**src/rtl/heater_frame_tx_if.sv**
```systemverilog
`default_nettype none
// +----------------------------------------------------------------------------+
// | heater_frame_tx_if                                                         |
// | Byte-stream handshake bundle between the heater frame transmitter and the  |
// | pseudo-UART FIFOs.                                                         |
// |   data_in_rd_ready  : read FIFO non-empty, data_in valid (FWFT)            |
// |   data_in_rd_en     : pop one byte from the read FIFO                      |
// |   data_in           : read FIFO head byte                                  |
// |   data_out_wr_ready : write FIFO has space                                 |
// |   data_out_wr_en    : push data_out into the write FIFO                    |
// |   data_out          : status byte                                          |
// | master = transmitter side, slave = FIFO side.                              |
// | Revision: 1.0 - initial release                                            |
// +----------------------------------------------------------------------------+
interface heater_frame_tx_if #(
  parameter int DATA_WIDTH = 8
);
  logic                  data_in_rd_ready;
  logic                  data_in_rd_en;
  logic [DATA_WIDTH-1:0] data_in;
  logic                  data_out_wr_ready;
  logic                  data_out_wr_en;
  logic [DATA_WIDTH-1:0] data_out;

  modport master (
    input  data_in_rd_ready,
    input  data_in,
    input  data_out_wr_ready,
    output data_in_rd_en,
    output data_out_wr_en,
    output data_out
  );

  modport slave (
    output data_in_rd_ready,
    output data_in,
    output data_out_wr_ready,
    input  data_in_rd_en,
    input  data_out_wr_en,
    input  data_out
  );
endinterface
`default_nettype wire

```
**src/rtl/heater_frame_tx.sv**
```systemverilog
`default_nettype none
// +----------------------------------------------------------------------------+
// | heater_frame_tx                                                            |
// | Parses a framed command (0xA5, LEN, P, LEN payload bytes) from the         |
// | pseudo-UART read port into a local buffer, replays the payload MSB-first   |
// | as on-off keying of the heater banks with a bit period of                  |
// | (P+1) << PERIOD_SHIFT clocks, then reports 0x5A,LEN (done) or 0xEE (bad    |
// | length) on the pseudo-UART write port.                                     |
// | Ports:                                                                     |
// |   clk       : clock                                                        |
// |   rst       : asynchronous active-high reset                               |
// |   bus       : heater_frame_tx_if.master byte handshake bundle              |
// |   heater_en : NUM_GROUPS heater enables, all driven identically            |
// |   busy      : high in every state except IDLE                              |
// | Optional build macro HEATER_MANCHESTER_EN: each bit period is split into   |
// | two halves (1 = on then off, 0 = off then on), frame length unchanged.     |
// | Revision: 1.0 - initial release                                            |
// +----------------------------------------------------------------------------+
module heater_frame_tx #(
  parameter int DATA_WIDTH   = 8,
  parameter int MAX_BYTES    = 16,
  parameter int NUM_GROUPS   = 4,
  parameter int PERIOD_SHIFT = 10
) (
  input  logic                  clk,
  input  logic                  rst,
  heater_frame_tx_if.master     bus,
  output logic [NUM_GROUPS-1:0] heater_en,
  output logic                  busy
);

  localparam int IDX_W = (MAX_BYTES > 1) ? $clog2(MAX_BYTES) : 1;
  localparam int BIT_W = $clog2(DATA_WIDTH);
  // Wide enough for (P_max+1) << PERIOD_SHIFT without overflow.
  localparam int CNT_W = DATA_WIDTH + PERIOD_SHIFT + 1;

  localparam logic [DATA_WIDTH-1:0] c_SYNC     = DATA_WIDTH'(8'hA5);
  localparam logic [DATA_WIDTH-1:0] c_ACK      = DATA_WIDTH'(8'h5A);
  localparam logic [DATA_WIDTH-1:0] c_ERR      = DATA_WIDTH'(8'hEE);
  localparam logic [DATA_WIDTH-1:0] c_MAX_LEN  = DATA_WIDTH'(MAX_BYTES);
  localparam logic [BIT_W-1:0]      c_BIT_LAST = BIT_W'(DATA_WIDTH - 1);

  typedef enum logic [2:0] {
    S_IDLE   = 3'd0,
    S_LEN    = 3'd1,
    S_PERIOD = 3'd2,
    S_LOAD   = 3'd3,
    S_TX     = 3'd4,
    S_ACK0   = 3'd5,
    S_ACK1   = 3'd6,
    S_ERR    = 3'd7
  } state_t;

  state_t                  state_q, state_d;
  logic [DATA_WIDTH-1:0]   len_q, len_d;
  logic [DATA_WIDTH-1:0]   p_q, p_d;
  logic [IDX_W-1:0]        byte_idx_q, byte_idx_d;
  logic [BIT_W-1:0]        bit_idx_q, bit_idx_d;
  logic [CNT_W-1:0]        cnt_q, cnt_d;
  logic                    heat_q, heat_d;
  logic [DATA_WIDTH-1:0]   buf_q [MAX_BYTES];

  logic                    w_buf_we;
  logic                    w_rd_en;
  logic                    w_wr_en;
  logic [DATA_WIDTH-1:0]   w_dout;

  logic [CNT_W-1:0]        w_period_len;
  logic [CNT_W-1:0]        w_period_last;
  logic                    w_load_last;
  logic [DATA_WIDTH-1:0]   w_first_byte;
  logic                    w_bit_wrap;
  logic                    w_last_bit;
  logic [IDX_W-1:0]        w_next_byte_idx;
  logic [BIT_W-1:0]        w_next_bit_idx;
  logic [DATA_WIDTH-1:0]   w_next_byte;
  logic                    w_next_bit;

  assign w_period_len  = (CNT_W'(p_q) + CNT_W'(1)) << PERIOD_SHIFT;
  assign w_period_last = w_period_len - CNT_W'(1);

  // Last payload byte is being consumed in LOAD.
  assign w_load_last = (DATA_WIDTH'(byte_idx_q) == (len_q - DATA_WIDTH'(1)));

  // With a one-byte payload the first byte is still on data_in when TX is
  // entered, so bypass the buffer to present bit 0 on the first TX cycle.
  assign w_first_byte = (byte_idx_q == '0) ? bus.data_in : buf_q[0];

  assign w_bit_wrap      = (bit_idx_q == c_BIT_LAST);
  assign w_last_bit      = w_bit_wrap && w_load_last;
  assign w_next_bit_idx  = bit_idx_q + BIT_W'(1);
  assign w_next_byte_idx = w_bit_wrap ? (byte_idx_q + IDX_W'(1)) : byte_idx_q;
  assign w_next_byte     = buf_q[w_next_byte_idx];
  assign w_next_bit      = w_next_byte[c_BIT_LAST - w_next_bit_idx];

`ifdef HEATER_MANCHESTER_EN
  logic [CNT_W-1:0]        w_half_last;
  logic [DATA_WIDTH-1:0]   w_cur_byte;
  logic                    w_cur_bit;

  assign w_half_last = (w_period_len >> 1) - CNT_W'(1);
  assign w_cur_byte  = buf_q[byte_idx_q];
  assign w_cur_bit   = w_cur_byte[c_BIT_LAST - bit_idx_q];
`endif

  always_comb begin
    state_d    = state_q;
    len_d      = len_q;
    p_d        = p_q;
    byte_idx_d = byte_idx_q;
    bit_idx_d  = bit_idx_q;
    cnt_d      = cnt_q;
    heat_d     = heat_q;
    w_buf_we   = 1'b0;
    w_rd_en    = 1'b0;
    w_wr_en    = 1'b0;
    w_dout     = '0;

    case (state_q)
      S_IDLE: begin
        w_rd_en = bus.data_in_rd_ready;
        if (bus.data_in_rd_ready && (bus.data_in == c_SYNC)) begin
          state_d = S_LEN;
        end
      end

      S_LEN: begin
        w_rd_en = bus.data_in_rd_ready;
        if (bus.data_in_rd_ready) begin
          len_d = bus.data_in;
          if ((bus.data_in == '0) || (bus.data_in > c_MAX_LEN)) begin
            state_d = S_ERR;
          end else begin
            state_d = S_PERIOD;
          end
        end
      end

      S_PERIOD: begin
        w_rd_en = bus.data_in_rd_ready;
        if (bus.data_in_rd_ready) begin
          p_d        = bus.data_in;
          byte_idx_d = '0;
          state_d    = S_LOAD;
        end
      end

      S_LOAD: begin
        w_rd_en = bus.data_in_rd_ready;
        if (bus.data_in_rd_ready) begin
          w_buf_we = 1'b1;
          if (w_load_last) begin
            state_d    = S_TX;
            byte_idx_d = '0;
            bit_idx_d  = '0;
            cnt_d      = '0;
            heat_d     = w_first_byte[DATA_WIDTH-1];
          end else begin
            byte_idx_d = byte_idx_q + IDX_W'(1);
          end
        end
      end

      S_TX: begin
        if (cnt_q == w_period_last) begin
          cnt_d = '0;
          if (w_last_bit) begin
            heat_d  = 1'b0;
            state_d = S_ACK0;
          end else begin
            heat_d     = w_next_bit;
            bit_idx_d  = w_next_bit_idx;
            byte_idx_d = w_next_byte_idx;
          end
        end else begin
          cnt_d = cnt_q + CNT_W'(1);
`ifdef HEATER_MANCHESTER_EN
          // Second half of the bit carries the complement.
          if (cnt_q == w_half_last) begin
            heat_d = ~w_cur_bit;
          end
`endif
        end
      end

      S_ACK0: begin
        w_dout  = c_ACK;
        w_wr_en = bus.data_out_wr_ready;
        if (bus.data_out_wr_ready) state_d = S_ACK1;
      end

      S_ACK1: begin
        w_dout  = len_q;
        w_wr_en = bus.data_out_wr_ready;
        if (bus.data_out_wr_ready) state_d = S_IDLE;
      end

      S_ERR: begin
        w_dout  = c_ERR;
        w_wr_en = bus.data_out_wr_ready;
        if (bus.data_out_wr_ready) state_d = S_IDLE;
      end

      default: state_d = S_IDLE;
    endcase
  end

  always_ff @(posedge clk or posedge rst) begin
    if (rst) begin
      state_q    <= S_IDLE;
      len_q      <= '0;
      p_q        <= '0;
      byte_idx_q <= '0;
      bit_idx_q  <= '0;
      cnt_q      <= '0;
      heat_q     <= 1'b0;
    end else begin
      state_q    <= state_d;
      len_q      <= len_d;
      p_q        <= p_d;
      byte_idx_q <= byte_idx_d;
      bit_idx_q  <= bit_idx_d;
      cnt_q      <= cnt_d;
      heat_q     <= heat_d;
    end
  end

  // Payload storage carries no reset; contents are only read after LOAD.
  always_ff @(posedge clk) begin
    if (w_buf_we) begin
      buf_q[byte_idx_q] <= bus.data_in;
    end
  end

  assign bus.data_in_rd_en  = w_rd_en;
  assign bus.data_out_wr_en = w_wr_en;
  assign bus.data_out       = w_dout;
  assign heater_en          = {NUM_GROUPS{heat_q}};
  assign busy               = (state_q != S_IDLE);

endmodule
`default_nettype wire
```
**src/flat_wrapper.sv**
```systemverilog
// flat-port wrapper written by rule: the top's interface ports become plain ports
module heater_frame_tx_flat 
#(
  parameter int DATA_WIDTH   = 8,
  parameter int MAX_BYTES    = 16,
  parameter int NUM_GROUPS   = 4,
  parameter int PERIOD_SHIFT = 10
)
  (clk, rst, heater_en, busy, bus_data_in_rd_ready, bus_data_in, bus_data_out_wr_ready, bus_data_in_rd_en, bus_data_out_wr_en, bus_data_out);
  heater_frame_tx_if #(.DATA_WIDTH(DATA_WIDTH)) bus_i ();
  input  logic clk;
  input  logic rst;
  output logic [NUM_GROUPS-1:0] heater_en;
  output logic busy;
  input wire logic [$bits(bus_i.data_in_rd_ready)-1:0] bus_data_in_rd_ready;
  input wire logic [$bits(bus_i.data_in)-1:0] bus_data_in;
  input wire logic [$bits(bus_i.data_out_wr_ready)-1:0] bus_data_out_wr_ready;
  output wire logic [$bits(bus_i.data_in_rd_en)-1:0] bus_data_in_rd_en;
  output wire logic [$bits(bus_i.data_out_wr_en)-1:0] bus_data_out_wr_en;
  output wire logic [$bits(bus_i.data_out)-1:0] bus_data_out;
  assign bus_i.data_in_rd_ready = bus_data_in_rd_ready;
  assign bus_i.data_in = bus_data_in;
  assign bus_i.data_out_wr_ready = bus_data_out_wr_ready;
  assign bus_data_in_rd_en = bus_i.data_in_rd_en;
  assign bus_data_out_wr_en = bus_i.data_out_wr_en;
  assign bus_data_out = bus_i.data_out;
  heater_frame_tx #(.DATA_WIDTH(DATA_WIDTH), .MAX_BYTES(MAX_BYTES), .NUM_GROUPS(NUM_GROUPS), .PERIOD_SHIFT(PERIOD_SHIFT)) u_core (.clk(clk), .rst(rst), .bus(bus_i), .heater_en(heater_en), .busy(busy));
endmodule
```
**config.mk**
```make
export PLATFORM = sky130hd
export DESIGN_NAME = heater_frame_tx_flat
export DESIGN_NICKNAME = d
export VERILOG_FILES = /design/src/rtl/heater_frame_tx_if.sv /design/src/rtl/heater_frame_tx.sv /design/src/flat_wrapper.sv
export SDC_FILE = /design/constraint.sdc
export NUM_CORES = 1
export LEC_CHECK = 0
export ABC_AREA = 1
export ABC_CLOCK_PERIOD_IN_PS = 2100
export CAP_MARGIN = 30
export CORE_ASPECT_RATIO = 0.8
export CORE_MARGIN = 5
export CORE_UTILIZATION = 45
export DETAILED_ROUTE_END_ITERATION = 10
export SLEW_MARGIN = 0
export SYNTH_ARGS = -nofsm -noshare
export SYNTH_HDL_FRONTEND = slang
export SYNTH_SLANG_ARGS = --single-unit
```
**constraint.sdc**
```tcl
create_clock -name clk -period 2.1 [get_ports clk]
set_input_delay 0.525 -clock clk [delete_from_list [all_inputs] [get_ports clk]]
set_output_delay 0.525 -clock clk [all_outputs]
set_load 0.01 [all_outputs]
```
# Word-level counts from Yosys, hierarchy flattened

Memories as Yosys holds them, arrays and structs flattened.
Cells that the tools add are included.

Bitwise logic cells: 0
Equal/unequal tests: 21
Multipliers: 0
Reductions and logical operators: 19
$add $sub $neg: 7
Order comparisons: 2
Divide/modulo/power cells: 0
Mux-type cells: 42
Shift operators: 0

Operator list:

| cell                  | number |
|---|---|
| $mux 19               | 3 |
| $mux 3                | 14 |
| $pmux 19 s2           | 1 |
| $mux 4                | 6 |
| $pmux 8 s3            | 1 |
| $pmux 3 s7            | 1 |
| $add 19x1->19 const B | 1 |
| $eq 19x19->1          | 1 |
| $sub 19x1->19 const B | 1 |
| $eq 3x3->1 const B    | 5 |
| $pmux 4 s3            | 1 |
| $mux 1                | 11 |
| $ne 2x1->1 const B    | 5 |
| $ne 2x2->1 const B    | 5 |
| $reduce_and 5->1      | 2 |
| $add 8x1->9 const B   | 1 |
| $reduce_and 9->1      | 1 |
| $eq 4x8->1            | 1 |
| $eq 8x8->1 const B    | 1 |
| $gt 8x5->1 const B    | 1 |
| $logic_not 8->1       | 1 |
| $mux 8                | 1 |
| $sub 8x1->8 const B   | 1 |
| $eq 3x2->1 const B    | 2 |
| 20 further kinds      | 23 |

Bits of input ports: 12
Bits in read-only memories: 0
Logic and storage cells: 99
Bits in latches: 0
RAM bits: 128
Memories kept: 1
Flip-flop bits (word level): 46

Memory list:

| name         | depth | bits a word | rd ports | clocked after memory_dff | write ports | RTL line              | text |
|---|---|---|---|---|---|---|---|
| u_core.buf_q | 16    | 8           | 2        | 0                        | 1           | heater_frame_tx.sv:61 | `logic [DATA_WIDTH-1:0] buf_q [MAX_BYTES];` |

# Depth between registers and ports, before layout

Gate-level depths: netlist (run 1).
An unclocked memory read counts as a cell.

Word-level depth: 8
Gate-level depth with buffers: 18
Mapped depth without buffers: 18

# Worst setup path before layout (run 1)

Ideal clock, no wire load.

Kind: reg2reg
From: reg u_core.bit_idx_q[0]
To: reg u_core.heat_q
Setup time: 0.121 ns
Cell stages (with the launch flop): 15
Arrival: 2.156 ns
Path slack: -0.177 ns
Data required time: 1.979 ns
Cell sequence: dfrtp_1 > ha_1 > ha_1 > buf_2 > o21ai_1 > clkbuf_1 > nand3_1 > nand3_1 > nand3_1 > nand3_1 > nand3_1 > nand2_1 > nand2_1 > nand3_1 > a21oi_2

Cells in the longest elaborated chain, start to end: 8
Elaborated cells between the ends (all ways): 11
Those cells by class: add/sub (2); eq/ne (1); mux (6); reduce/logical (1); memory (1)

Ends and longest elaborated chain:

| item                         | RTL line               | text |
|---|---|---|
| start, declared              | heater_frame_tx.sv:58  | `logic [BIT_W-1:0] bit_idx_q, bit_idx_d;` |
| start signal, assigned       | heater_frame_tx.sv:222 | `bit_idx_q <= bit_idx_d;` |
| $eq 3x3->1                   | heater_frame_tx.sv:89  | `assign w_bit_wrap = (bit_idx_q == c_BIT_LAST);` |
| $mux 4                       | heater_frame_tx.sv:92  | `assign w_next_byte_idx = w_bit_wrap ? (byte_idx_q + IDX_W'(1)) : byte_idx_q;` |
| $mem_v2 16x8                 | n/a                    |  |
| $bmux 1 s3                   | heater_frame_tx.sv:94  | `assign w_next_bit = w_next_byte[c_BIT_LAST - w_next_bit_idx];` |
| $mux 1 (implied by the code) | heater_frame_tx.sv:94  |  |
| $mux 1 (*)                   | heater_frame_tx.sv:167 | `if (w_last_bit) begin` |
| $mux 1 (*)                   | heater_frame_tx.sv:165 | `if (cnt_q == w_period_last) begin` |
| $pmux 1 s2 (*)               | heater_frame_tx.sv:119 | `case (state_q)` |
| end signal, assigned         | heater_frame_tx.sv:224 | `heat_q <= heat_d;` |
| end, declared                | heater_frame_tx.sv:60  | `logic heat_q, heat_d;` |

Mark *: on every way between the ends. The rest lies on a longest branch, timed or not. The select of a mux whose other input is x is not followed.
A chain may end at the register's enable or synchronous reset.

# Worst setup path in the final report (run 1)

From: reg u_core.bit_idx_q[1]
To: reg u_core.heat_q

Same word-level chain as after synthesis.

==> results of run 1 <==
[state kept, by name (all words and copies together), names as in the netlist]
register,cells
u_core.cnt_q,19
u_core.byte_idx_q,4
u_core.heat_q,1
u_core.p_q,8
u_core.bit_idx_q,3
u_core.state_q,3
u_core.buf_q,128
u_core.len_q,8
[path summary, 6_finish.rpt]
kind	from	endpoint	slack [ns]
setup / recovery	u_core.bit_idx_q[1]$_DFFE_PP0P_	u_core.heat_q$_DFFE_PP0P_	-0.15
hold / removal	rst	u_core.cnt_q[18]$_DFFE_PP0P_	0.43
setup reg to reg	u_core.bit_idx_q[1]$_DFFE_PP0P_	u_core.heat_q$_DFFE_PP0P_	-0.15
hold reg to reg	u_core.p_q[7]$_DFFE_PP0P_	u_core.p_q[7]$_DFFE_PP0P_	0.53
max in group asynchronous	rst	u_core.p_q[1]$_DFFE_PP0P_	1.42
min in group clk	u_core.p_q[7]$_DFFE_PP0P_	u_core.p_q[7]$_DFFE_PP0P_	0.53
[final cells by class]
cell class / instances / area, µm²
clock inverter: 15 / 184
fill: 1628 / 7630
inverter: 72 / 283
sequential: 174 / 5000
clock buffer: 17 / 425
timing repair buffer: 159 / 1520
multi-input combinational: 649 / 3550
tap: 258 / 323
[cells by family after synthesis]
family / count (synthesis) / synth area share (%)
compound gates: 63 / 4.18
xor+xnor: 24 / 2.52
fa+ha+maj: 10 / 1.45
buf+inv: 108 / 5.47
flops: 174 / 57.9
simple gates: 552 / 28.5
[what timing repair did]
action / in CTS / in global routing
endpoints found under the hold margin: 0 / 0
pin swaps: 9 / 21
endpoints found under the setup margin: 40 / 36
hold buffers: 0 / 0
setup buffers: 6 / 7
gates resized for setup: 73 / 59
cloned: 3 / 2
[power by group]
group          internal [W]  leakage (nW)  switching [W]
registers           0.00404          1.75       0.000365
clock network       0.00172         0.301        0.00153
logic               0.00324          2.61        0.00426
total               0.00900          4.66        0.00616
[worst max-delay path: stages (launching register included)]
cell,delay (ns)
dfrtp_1,0.39
ha_2,0.20
ha_4,0.19
buf_6,0.14
nand2_2,0.08
o21ai_4,0.06
buf_12,0.14
clkbuf_16,0.16
nand3_1,0.08
nand3_1,0.13
nand3_1,0.11
nand3_1,0.09
nand3_1,0.08
nand2_1,0.05
nand2_1,0.05
nand3_1,0.08
a21oi_2,0.13
[placed cells by master (no fill, tap or decap), drive strengths merged, types with 4 or more instances in the layout]
cell type      instances
nand4                  6
clkbuf                22
clkinv                 5
ha                    10
clkdlybuf4s15          4
nand3                161
nand2                274
nand3b                 4
buf                  132
o21ai                 34
clkdlybuf4s50         15
o22ai                  6
dfrtp                 46
nor3                  10
a21oi                 18
edfxtp               128
xor2                  20
inv                   81
nor2                  89
xnor2                  4
[through the flow]
step	hold slack [ns]	utilization [%]	area [µm²]	setup WS [ns]	TNS [ns]
4_1_cts	0.435	58.1	11000	-0.0983	-0.891
5_1_grt	0.474	59.7	11300	-0.315	-7.70
3_3_place_gp	0.488	53.0	10000	-0.281	-7.74
2_1_floorplan	0.463	-	8730	0.00103	0
6_report	0.432	59.7	11300	-0.149	-2.00
3_5_place_dp	0.502	53.0	10000	-0.278	-7.39
[routing by layer]
| layer | wire, µm | track usage, % |
|---|---|---|
| met2 | 10300 | 31.0 |
| met1 | 11100 | 34.3 |
| met4 | 221 | 5.50 |
| met3 | 1710 | 4.12 |
| met5 | 0 | 0 |
==> results by group, run 1 <==
Drt
  – Total wire length: ~23 mm
  – Via count: 7,039
  – Residual DRC count: 0
  – Vias per cell: ~5.2
  – Number of DRC markers in iteration 0: 718
  – Post-DRT Antenna Nets: 0
  – Pre-Repair DR Iteration Count: 6
  – Drt wl/cell: approximately 17 µm

Synth
  – Mapped Area: ~8600 µm²
  – Async S/R FF share, synth: 26.4%
  – EDFF count, synth: 128
  – Ys flop type: edfxtp_1
  – Post-synth top area share: between 40% and 50%
  – Main area contributors after synthesis: edfxtp_1 45%, dfrtp_1 13%, nand2_1 12%, nand3_1 9.1%, nor2_1 3.5%
  – Top cells by count, synth: 267 x nand2_1, 157 x nand3_1, 128 x edfxtp_1
  – Mean area per synthesized cell: 9.27 µm²
  – Post-synthesis cell count: around 930
  – Synthesized Nets: between 900 and 1,000
  – Register bit total from synthesis: 174
  – Post-synthesis sequential area ratio: between 50% and 60%
  – Count leader, synth: nand2_1
  – Cell taking the most area after synthesis: edfxtp_1
  – Synth Warn #: 0
  – Synth cell types: 44

Layout
  – ANT cells: 0
  – Area Growth Syn to Fin: 30.9%
  – Final net count: approximately 1,100
  – Layout cell share with drive strength beyond 1: a little over a quarter
  – Final cell count without fillers: ~1,300

Clocking
  – Worst-path clk slew: 0.07 ns
  – Depth of the CTS H-tree: 4
  – # clock sinks: 174
  – CTS tree: done
  – Clk_lat worst skew: roughly 0.44 ns
  – CTS Buf Count: 17
  – Max clock buf depth: 2
  – Root Buffer: clkbuf_16

STA
  – Fin. Hold Viols: 0
  – Worst-Margin Slew: between 0.4 and 0.5 ns
  – RSZ-0062 raised after global routing: true
  – Final Slew Violations: 0
  – Clk_skew: 0.0113 ns
  – Max Freq: ~0.44 GHz
  – Final period util: 107%
  – Endpoints failing setup: 26
  – Worst setup margin: -0.149 ns
  – Final min period: ~2.2 ns
  – Rel. slew slack: 68.9%

GRT
  – Total track usage: 21.8%
  – Largest net degree at the start of global routing: 47
  – Total gr overflow: 0
  – Vias in the first global route: 6,554
  – Initial antenna violation count: 1
  – First-pass GRT wire length: approximately 37 mm

Job
  – Max_cap viols: 0

Worst setup path
  – Nature of the critical path endpoint: flop
  – Crit path max fanout: 11
  – WP data arrival: around 2.6 ns
  – Startpoint Class: flop
  – WP data required: between 2 and 2.5 ns
  – Reg2reg path depth: 16
  – Critical path class: reg2reg

Pwr
  – Power Total: 0.0152 W
  – Static Leak: around 4.7 nW
  – VDD IR-drop max: between 0.8 and 0.9 mV
  – PD cells: between 1000 and 1500 nW/µm²

Outcome
  – Outcome: finished, violations left
  – Failing checks: negative setup slack

Placement
  – Placed instance count: 1,294
  – Port Buffer Count: 26
  – Global placer's final weighted congestion: roughly 0.85
  – Dpl hpwl: about 16 mm

Die
  – Core box area: ~19,000 µm²
  – Die width: about 160 µm
  – Starting density of the core: a little under half
  – I/O pin cnt: 27
  – # rows: 45
  – Die Ht: approximately 130 µm
  – Die area: between 20,000 and 25,000 µm²

Min path
  – Min-delay worst type: in2async
No activity file was read; power rests on OpenSTA's default activity.
==> run 2: changes to the inputs <==
--- a/config.mk
+++ b/config.mk
@@ -12,6 +12,7 @@
 export CORE_MARGIN = 5
 export CORE_UTILIZATION = 45
 export DETAILED_ROUTE_END_ITERATION = 10
+export DONT_BUFFER_PORTS = 1
 export SLEW_MARGIN = 0
 export SYNTH_ARGS = -nofsm -noshare
 export SYNTH_HDL_FRONTEND = slang
==> results by group, run 2 (synthesis results as in run 1) <==
Outcome
  – Outcome: finished, violations left
  – Failing checks: negative setup slack

STA
  – Final min period: 2.28 ns (+0.0274 ns)
  – Final Slew Violations: 0 (unchanged)
  – Worst setup margin: -0.176 ns (-0.0274 ns)
  – Rel. slew slack: 68.3% (-0.52 points)
  – Fin. Hold Viols: 0 (unchanged)
  – Worst-Margin Slew: 0.474 ns (+0.0125 ns)
  – Max Freq: 0.439 GHz (-1.2%)
  – Final period util: 108% (+1.3 points)
  – Clk_skew: 0.0135 ns (+0.00222 ns)
  – Endpoints failing setup: 28 (+7.7%)
  – RSZ-0062 raised after global routing: true

Clocking
  – CTS tree: done
  – Clk_lat worst skew: 0.44 ns (about the same)
  – Root Buffer: clkbuf_16
  – Max clock buf depth: 2 (unchanged)
  – Depth of the CTS H-tree: 4 (unchanged)
  – # clock sinks: 174 (unchanged)
  – Worst-path clk slew: 0.07 ns (about the same)
  – CTS Buf Count: 17 (unchanged)

Drt
  – Vias per cell: 5.34 (+2.0%)
  – Post-DRT Antenna Nets: 0 (unchanged)
  – Number of DRC markers in iteration 0: 675 (-6.0%)
  – Total wire length: 24.2 mm (+3.7%)
  – Residual DRC count: 0 (unchanged)
  – Drt wl/cell: 18.5 µm (+6.4%)
  – Via count: 6,995 (-0.63%)
  – Pre-Repair DR Iteration Count: 5 (-1)

GRT
  – GR peak layer: met1
  – M1 GR Usage: 33.8% (-0.51 points)
  – Met2 usage: 29.7% (-1.3 points)
  – Initial antenna violation count: 0 (-1)
  – Total track usage: 21.2% (-0.55 points)
  – Total gr overflow: 0 (unchanged)
  – GR Layer Usage met3: 4.33% (+0.22 points)
  – First-pass GRT wire length: 36.0 mm (-1.8%)
  – Vias in the first global route: 6,373 (-2.8%)
  – Largest net degree at the start of global routing: 40 (-15%)

Worst setup path
  – Startpoint Class: flop
  – R2r setup slk: -0.18 ns (-0.03 ns)
  – Nature of the critical path endpoint: flop
  – Crit path max fanout: 5 (-6)
  – Reg-to-Reg Start: u_core.bit_idx_q[0]$_DFFE_PP0P_
  – WP data required: 2.47 ns (about the same)
  – Reg2reg end: u_core.heat_q$_DFFE_PP0P_
  – Critical path class: reg2reg
  – Reg2reg path depth: 17 (+1)
  – WP data arrival: 2.64 ns (+0.03 ns)

Placement
  – Dpl hpwl: 15.1 mm (-3.9%)
  – Placed instance area: 9590 µm² (-4.4%)
  – Global placer's final weighted congestion: 0.831 (-2.1%)
  – Port Buffer Count: 0 (-100%)

Pwr
  – PD cells: 1390 nW/µm² (+3.7%)
  – VDD IR-drop max: 0.934 mV (+7.7%)
  – Static Leak: 4.54 nW (-2.6%)

Layout
  – Finished Cell Area: 11,200 µm² (-1.2%)
  – Area Growth Syn to Fin: 29.3%
  – Commonest non-fill, non-tap cell in the layout: nand2_1
  – Most frequent cells in the layout: 247 x nand2_1, 128 x edfxtp_1, 127 x nand3_1, 94 x buf_4, 67 x nor2_1
  – Final net count: 1,061 (-3.1%)
  – ANT cells: 0 (unchanged)
  – Biggest regs: u_core.buf_q: 128 flops, u_core.cnt_q: 19 flops
  – Util after Layout: 58.9% (-0.74 points)
  – Top reg by flops: u_core.buf_q
  – Layout cell share with drive strength beyond 1: 27.6% (+1.5 points)
  – Max reg flops: 128 (unchanged)

Die
  – Die width: 165 µm (unchanged)
  – # rows: 45 (unchanged)
  – Die Ht: 134 µm (unchanged)
  – Starting density of the core: 45.6% (unchanged)
  – Die area: 22,100 µm² (unchanged)
  – I/O pin cnt: 27 (unchanged)
  – Core box area: 18,900 µm² (unchanged)

Min path
  – Hold wc startpoint: bus_data_in[1]
  – Worst hold path depth: 0
  – Hold Path Sink: u_core.buf_q[9][1]$_DFFE_PP_
  – Min-delay worst type: in2reg

Job
  – Max_cap viols: 0 (unchanged)
[run 2: how the worst max path moves through the flow]
stage / startpoint / to / slack (ns) / depth (start not counted)
2_1_floorplan: u_core.bit_idx_q[0]$_DFFE_PP0P_ / u_core.heat_q$_DFFE_PP0P_ / 0.001 / 14
3_3_place_gp: u_core.bit_idx_q[0]$_DFFE_PP0P_ / u_core.heat_q$_DFFE_PP0P_ / -0.23 / 16
3_5_place_dp: u_core.bit_idx_q[0]$_DFFE_PP0P_ / u_core.heat_q$_DFFE_PP0P_ / -0.23 / 16
4_1_cts: u_core.p_q[1]$_DFFE_PP0P_ / u_core.state_q[1]$_DFFE_PP0P_ / -0.15 / 15
5_1_grt: u_core.bit_idx_q[0]$_DFFE_PP0P_ / u_core.heat_q$_DFFE_PP0P_ / -0.33 / 17
6_report: u_core.bit_idx_q[0]$_DFFE_PP0P_ / u_core.heat_q$_DFFE_PP0P_ / -0.18 / 17
[run 2: power by group]
| part | total (W) | switching [W] | internal [W] |
|---|---|---|---|
| Combinational | 0.00798 | 0.00450 | 0.00348 |
| Clock | 0.00311 | 0.00152 | 0.00159 |
| Sequential | 0.00444 | 0.000401 | 0.00404 |
[run 2: metal layers]
| metal | vias up | wire length, µm |
|---|---|---|
| met5 | - | 0 |
| met4 | 0 | 439 |
| met3 | 38 | 1800 |
| met2 | 245 | 10600 |
| met1 | 3353 | 11400 |
| li1 | 3359 | - |
[run 2: worst max-delay path, cell delays in order, from the launching register on]
cell and delay (ns):
dfrtp_1 0.40, ha_2 0.20, ha_4 0.20, inv_4 0.08
nand2_2 0.08, nand2_4 0.11, buf_12 0.15, buf_16 0.13
nand2_1 0.06, nand3_1 0.13, nand3_2 0.10, nand3_1 0.08
nand3_1 0.08, nand3_1 0.08, nand2_1 0.07, nand2_1 0.06
nand3_1 0.07, a21oi_2 0.13
[run 2: area by class of cell]
type,count,area [µm²]
inverters,72,279
flip-flops and latches,174,5000
repair buffers,124,1310
clock inverters,14,140
fillers,1581,7770
well taps,258,323
clock buffers,18,429
multi-input cells,650,3670
[run 2: timing repair]
action,in CTS,in global routing
setup endpoints to repair,29,54
gates resized for setup,29,111
buffers inserted,10,8
pin swaps,9,38
hold buffers,1,0
cloned,4,9
endpoints found under the hold margin,18,0
[run 2: through the flow]
| stage | setup slack, ns | TNS (ns) | hold WS (ns) | total power [W] | cells |
|---|---|---|---|---|---|
| final | -0.176 | -1.43 | 0.177 | 0.0155 | 1310 |
| after global routing | -0.326 | -5.52 | 0.154 | 0.0164 | 1310 |
| after CTS | -0.151 | -3.14 | 0.166 | 0.0141 | 1293 |
| after detailed placement | -0.232 | -2.97 | 0.453 | 0.0103 | 1247 |
| after global placement | -0.230 | -2.27 | 0.454 | 0.0103 | 1247 |
| after floorplan | 0.00103 | 0 | 0.463 | 0.00840 | 931 |
==> run 3: changes to the inputs <==
--- a/config.mk
+++ b/config.mk
@@ -13,6 +13,8 @@
 export CORE_UTILIZATION = 45
 export DETAILED_ROUTE_END_ITERATION = 10
 export DONT_BUFFER_PORTS = 1
+export HOLD_SLACK_MARGIN = 0.02
+export SKIP_CTS_REPAIR_TIMING = 1
 export SLEW_MARGIN = 0
 export SYNTH_ARGS = -nofsm -noshare
 export SYNTH_HDL_FRONTEND = slang
==> results by group, run 3 (synthesis results as in run 1) <==
Drt
  – Via count: 6,888 (-1.5%)
  – Post-DRT Antenna Nets: 0 (unchanged)
  – Residual DRC count: 0 (unchanged)
  – Pre-Repair DR Iteration Count: 5 (unchanged)
  – Vias per cell: 5.31 (-0.54%)
  – Number of DRC markers in iteration 0: 831 (+23%)
  – Drt wl/cell: 18.1 µm (-2.4%)
  – Total wire length: 23.4 mm (-3.4%)

Clocking
  – Root Buffer: clkbuf_16
  – # clock sinks: 174 (unchanged)
  – Max clock buf depth: 2 (unchanged)
  – Worst-path clk slew: 0.07 ns (about the same)
  – Clk_lat worst skew: 0.44 ns (about the same)
  – CTS tree: done
  – Depth of the CTS H-tree: 4 (unchanged)
  – CTS Buf Count: 17 (unchanged)

Worst setup path
  – Critical path class: reg2reg
  – WP data required: 2.47 ns (about the same)
  – Crit path max fanout: 9 (+4)
  – Startpoint Class: flop
  – Nature of the critical path endpoint: flop
  – WP data arrival: 2.70 ns (+0.06 ns)
  – R2r setup slk: -0.23 ns (-0.05 ns)

Die
  – Die area: 22,100 µm² (unchanged)
  – Starting density of the core: 45.6% (unchanged)
  – Die width: 165 µm (unchanged)
  – Die Ht: 134 µm (unchanged)
  – # rows: 45 (unchanged)
  – Core box area: 18,900 µm² (unchanged)
  – I/O pin cnt: 27 (unchanged)

Placement
  – Placed instance area: 9590 µm² (unchanged)
  – Global placer's final weighted congestion: 0.831 (unchanged)
  – Dpl hpwl: 15.1 mm (unchanged)
  – Port Buffer Count: 0 (unchanged)
  – Place WS: -0.232 ns (unchanged)

Layout
  – Max reg flops: 128 (unchanged)
  – Commonest non-fill, non-tap cell in the layout: nand2_1
  – Top reg by flops: u_core.buf_q
  – Finished Cell Area: 10,700 µm² (-3.7%)
  – Most frequent cells in the layout: 255 x nand2_1, 149 x nand3_1, 128 x edfxtp_1, 87 x buf_4, 69 x nor2_1
  – Biggest regs: u_core.buf_q: 128 flops, u_core.cnt_q: 19 flops
  – Layout cell share with drive strength beyond 1: 22.3% (-5.2 points)
  – ANT cells: 0 (unchanged)
  – Area Growth Syn to Fin: 24.5%
  – Final net count: 1,048 (-1.2%)

Pwr
  – Static Leak: 4.38 nW (-3.5%)
  – Psw: 0.00604 W (-5.8%)
  – Comb power frac: 48.7% (-2.7 points)
  – VDD IR-drop max: 0.857 mV (-8.3%)
  – PD cells: 1370 nW/µm² (-1.9%)
  – P_int: 0.00862 W (-5.4%)
  – Power Total: 0.0147 W (-5.6%)
  – Switching Fraction: 41.2% (-0.11 points)
  – Clk pwr share: 21.2% (+1.2 points)
  – Sequential group share of total power: 30.1% (+1.5 points)

STA
  – Final period util: 111% (+2.4 points)
  – Max Freq: 0.430 GHz (-2.1%)
  – Fin. Hold Viols: 0 (unchanged)
  – Endpoints failing setup: 28 (unchanged)
  – Final Slew Violations: 0 (unchanged)
  – Clk_skew: 0.0111 ns (-0.00242 ns)
  – RSZ-0062 raised after global routing: true
  – Final min period: 2.33 ns (+0.0494 ns)
  – Worst setup margin: -0.226 ns (-0.0494 ns)
  – Worst-Margin Slew: 0.483 ns (+0.00880 ns)
  – Rel. slew slack: 67.7% (-0.59 points)

Job
  – Max_cap viols: 0 (unchanged)

GRT
  – Initial antenna violation count: 0 (unchanged)
  – Total gr overflow: 0 (unchanged)
  – First-pass GRT wire length: 34.7 mm (-3.5%)
  – Largest net degree at the start of global routing: 40 (unchanged)
  – Total track usage: 20.5% (-0.74 points)
  – Vias in the first global route: 6,230 (-2.2%)

Outcome
  – Failing checks: negative setup slack
  – Outcome: finished, violations left

Min path
  – Min-delay worst type: in2reg
==> run 3: final timing paths <==
check / startpoint / endpoint / cells after the start
max: u_core.bit_idx_q[0]$_DFFE_PP0P_ / u_core.heat_q$_DFFE_PP0P_ / 17
min: bus_data_in[1] / u_core.buf_q[9][1]$_DFFE_PP_ / 0
max reg2reg: u_core.bit_idx_q[0]$_DFFE_PP0P_ / u_core.heat_q$_DFFE_PP0P_ / 17
min reg2reg: u_core.len_q[6]$_DFFE_PP0P_ / u_core.len_q[6]$_DFFE_PP0P_ / 2
max in group asynchronous: rst / u_core.byte_idx_q[0]$_DFFE_PP0P_ / 3
min in group asynchronous: rst / u_core.cnt_q[18]$_DFFE_PP0P_ / 2
==> run 3: metrics by stage <==
stage | instances | hold WS [ns] | setup TNS (ns) | utilization (%)
finish | 1297 | 0.183 | -3.76 | 56.8
global route | 1297 | 0.154 | -7.89 | 56.8
floorplan | 931 | 0.463 | 0 | -
global placement | 1247 | 0.454 | -2.27 | 50.7
detailed placement | 1247 | 0.453 | -2.97 | 50.7
CTS | 1279 | -0.0159 | -3.44 | 53.7
==> run 3: power by group through the flow <==
| stage | sequential, W | combinational (W) | clock [W] |
|---|---|---|---|
| final | 0.00442 | 0.00713 | 0.00311 |
| after CTS | 0.00437 | 0.00593 | 0.00314 |
| after detailed placement | 0.00444 | 0.00590 | 0 |
| after global placement | 0.00444 | 0.00589 | 0 |
| after global routing | 0.00447 | 0.00780 | 0.00330 |
| after floorplan | 0.00434 | 0.00406 | 0 |
==> run 3: layout make-up <==
| type | instances | area, µm² |
|---|---|---|
| Clock buffer | 18 | 429 |
| Clock inverter | 14 | 140 |
| Fill cell | 1650 | 8180 |
| Inverter | 72 | 277 |
| Multi-Input combinational cell | 650 | 3460 |
| Sequential cell | 174 | 5000 |
| Tap cell | 258 | 323 |
| Timing Repair Buffer | 111 | 1100 |
==> run 3: routing by layer <==
layer / global-route usage [%] / share of wire, % / vias up
met5: 0 / 0 / -
met4: 4.85 / 0.95 / 0
met3: 4.33 / 6.8 / 24
met2: 28.2 / 44 / 248
met1: 32.9 / 49 / 3285
li1: - / - / 3331
==> run 3: worst max-delay path: stages (launching register included) <==
cell and delay, ns:
dfrtp_1 0.40, ha_2 0.20, ha_4 0.20, inv_4 0.08, nand2_2 0.07, nand2_4 0.12, buf_6 0.15, buf_6 0.16
nand2_1 0.07, nand3_1 0.09, nand3_1 0.12, nand3_1 0.10, nand3_1 0.07, nand3_1 0.07, nand2_1 0.07, nand2_1 0.06
nand3_1 0.08, a21oi_2 0.13
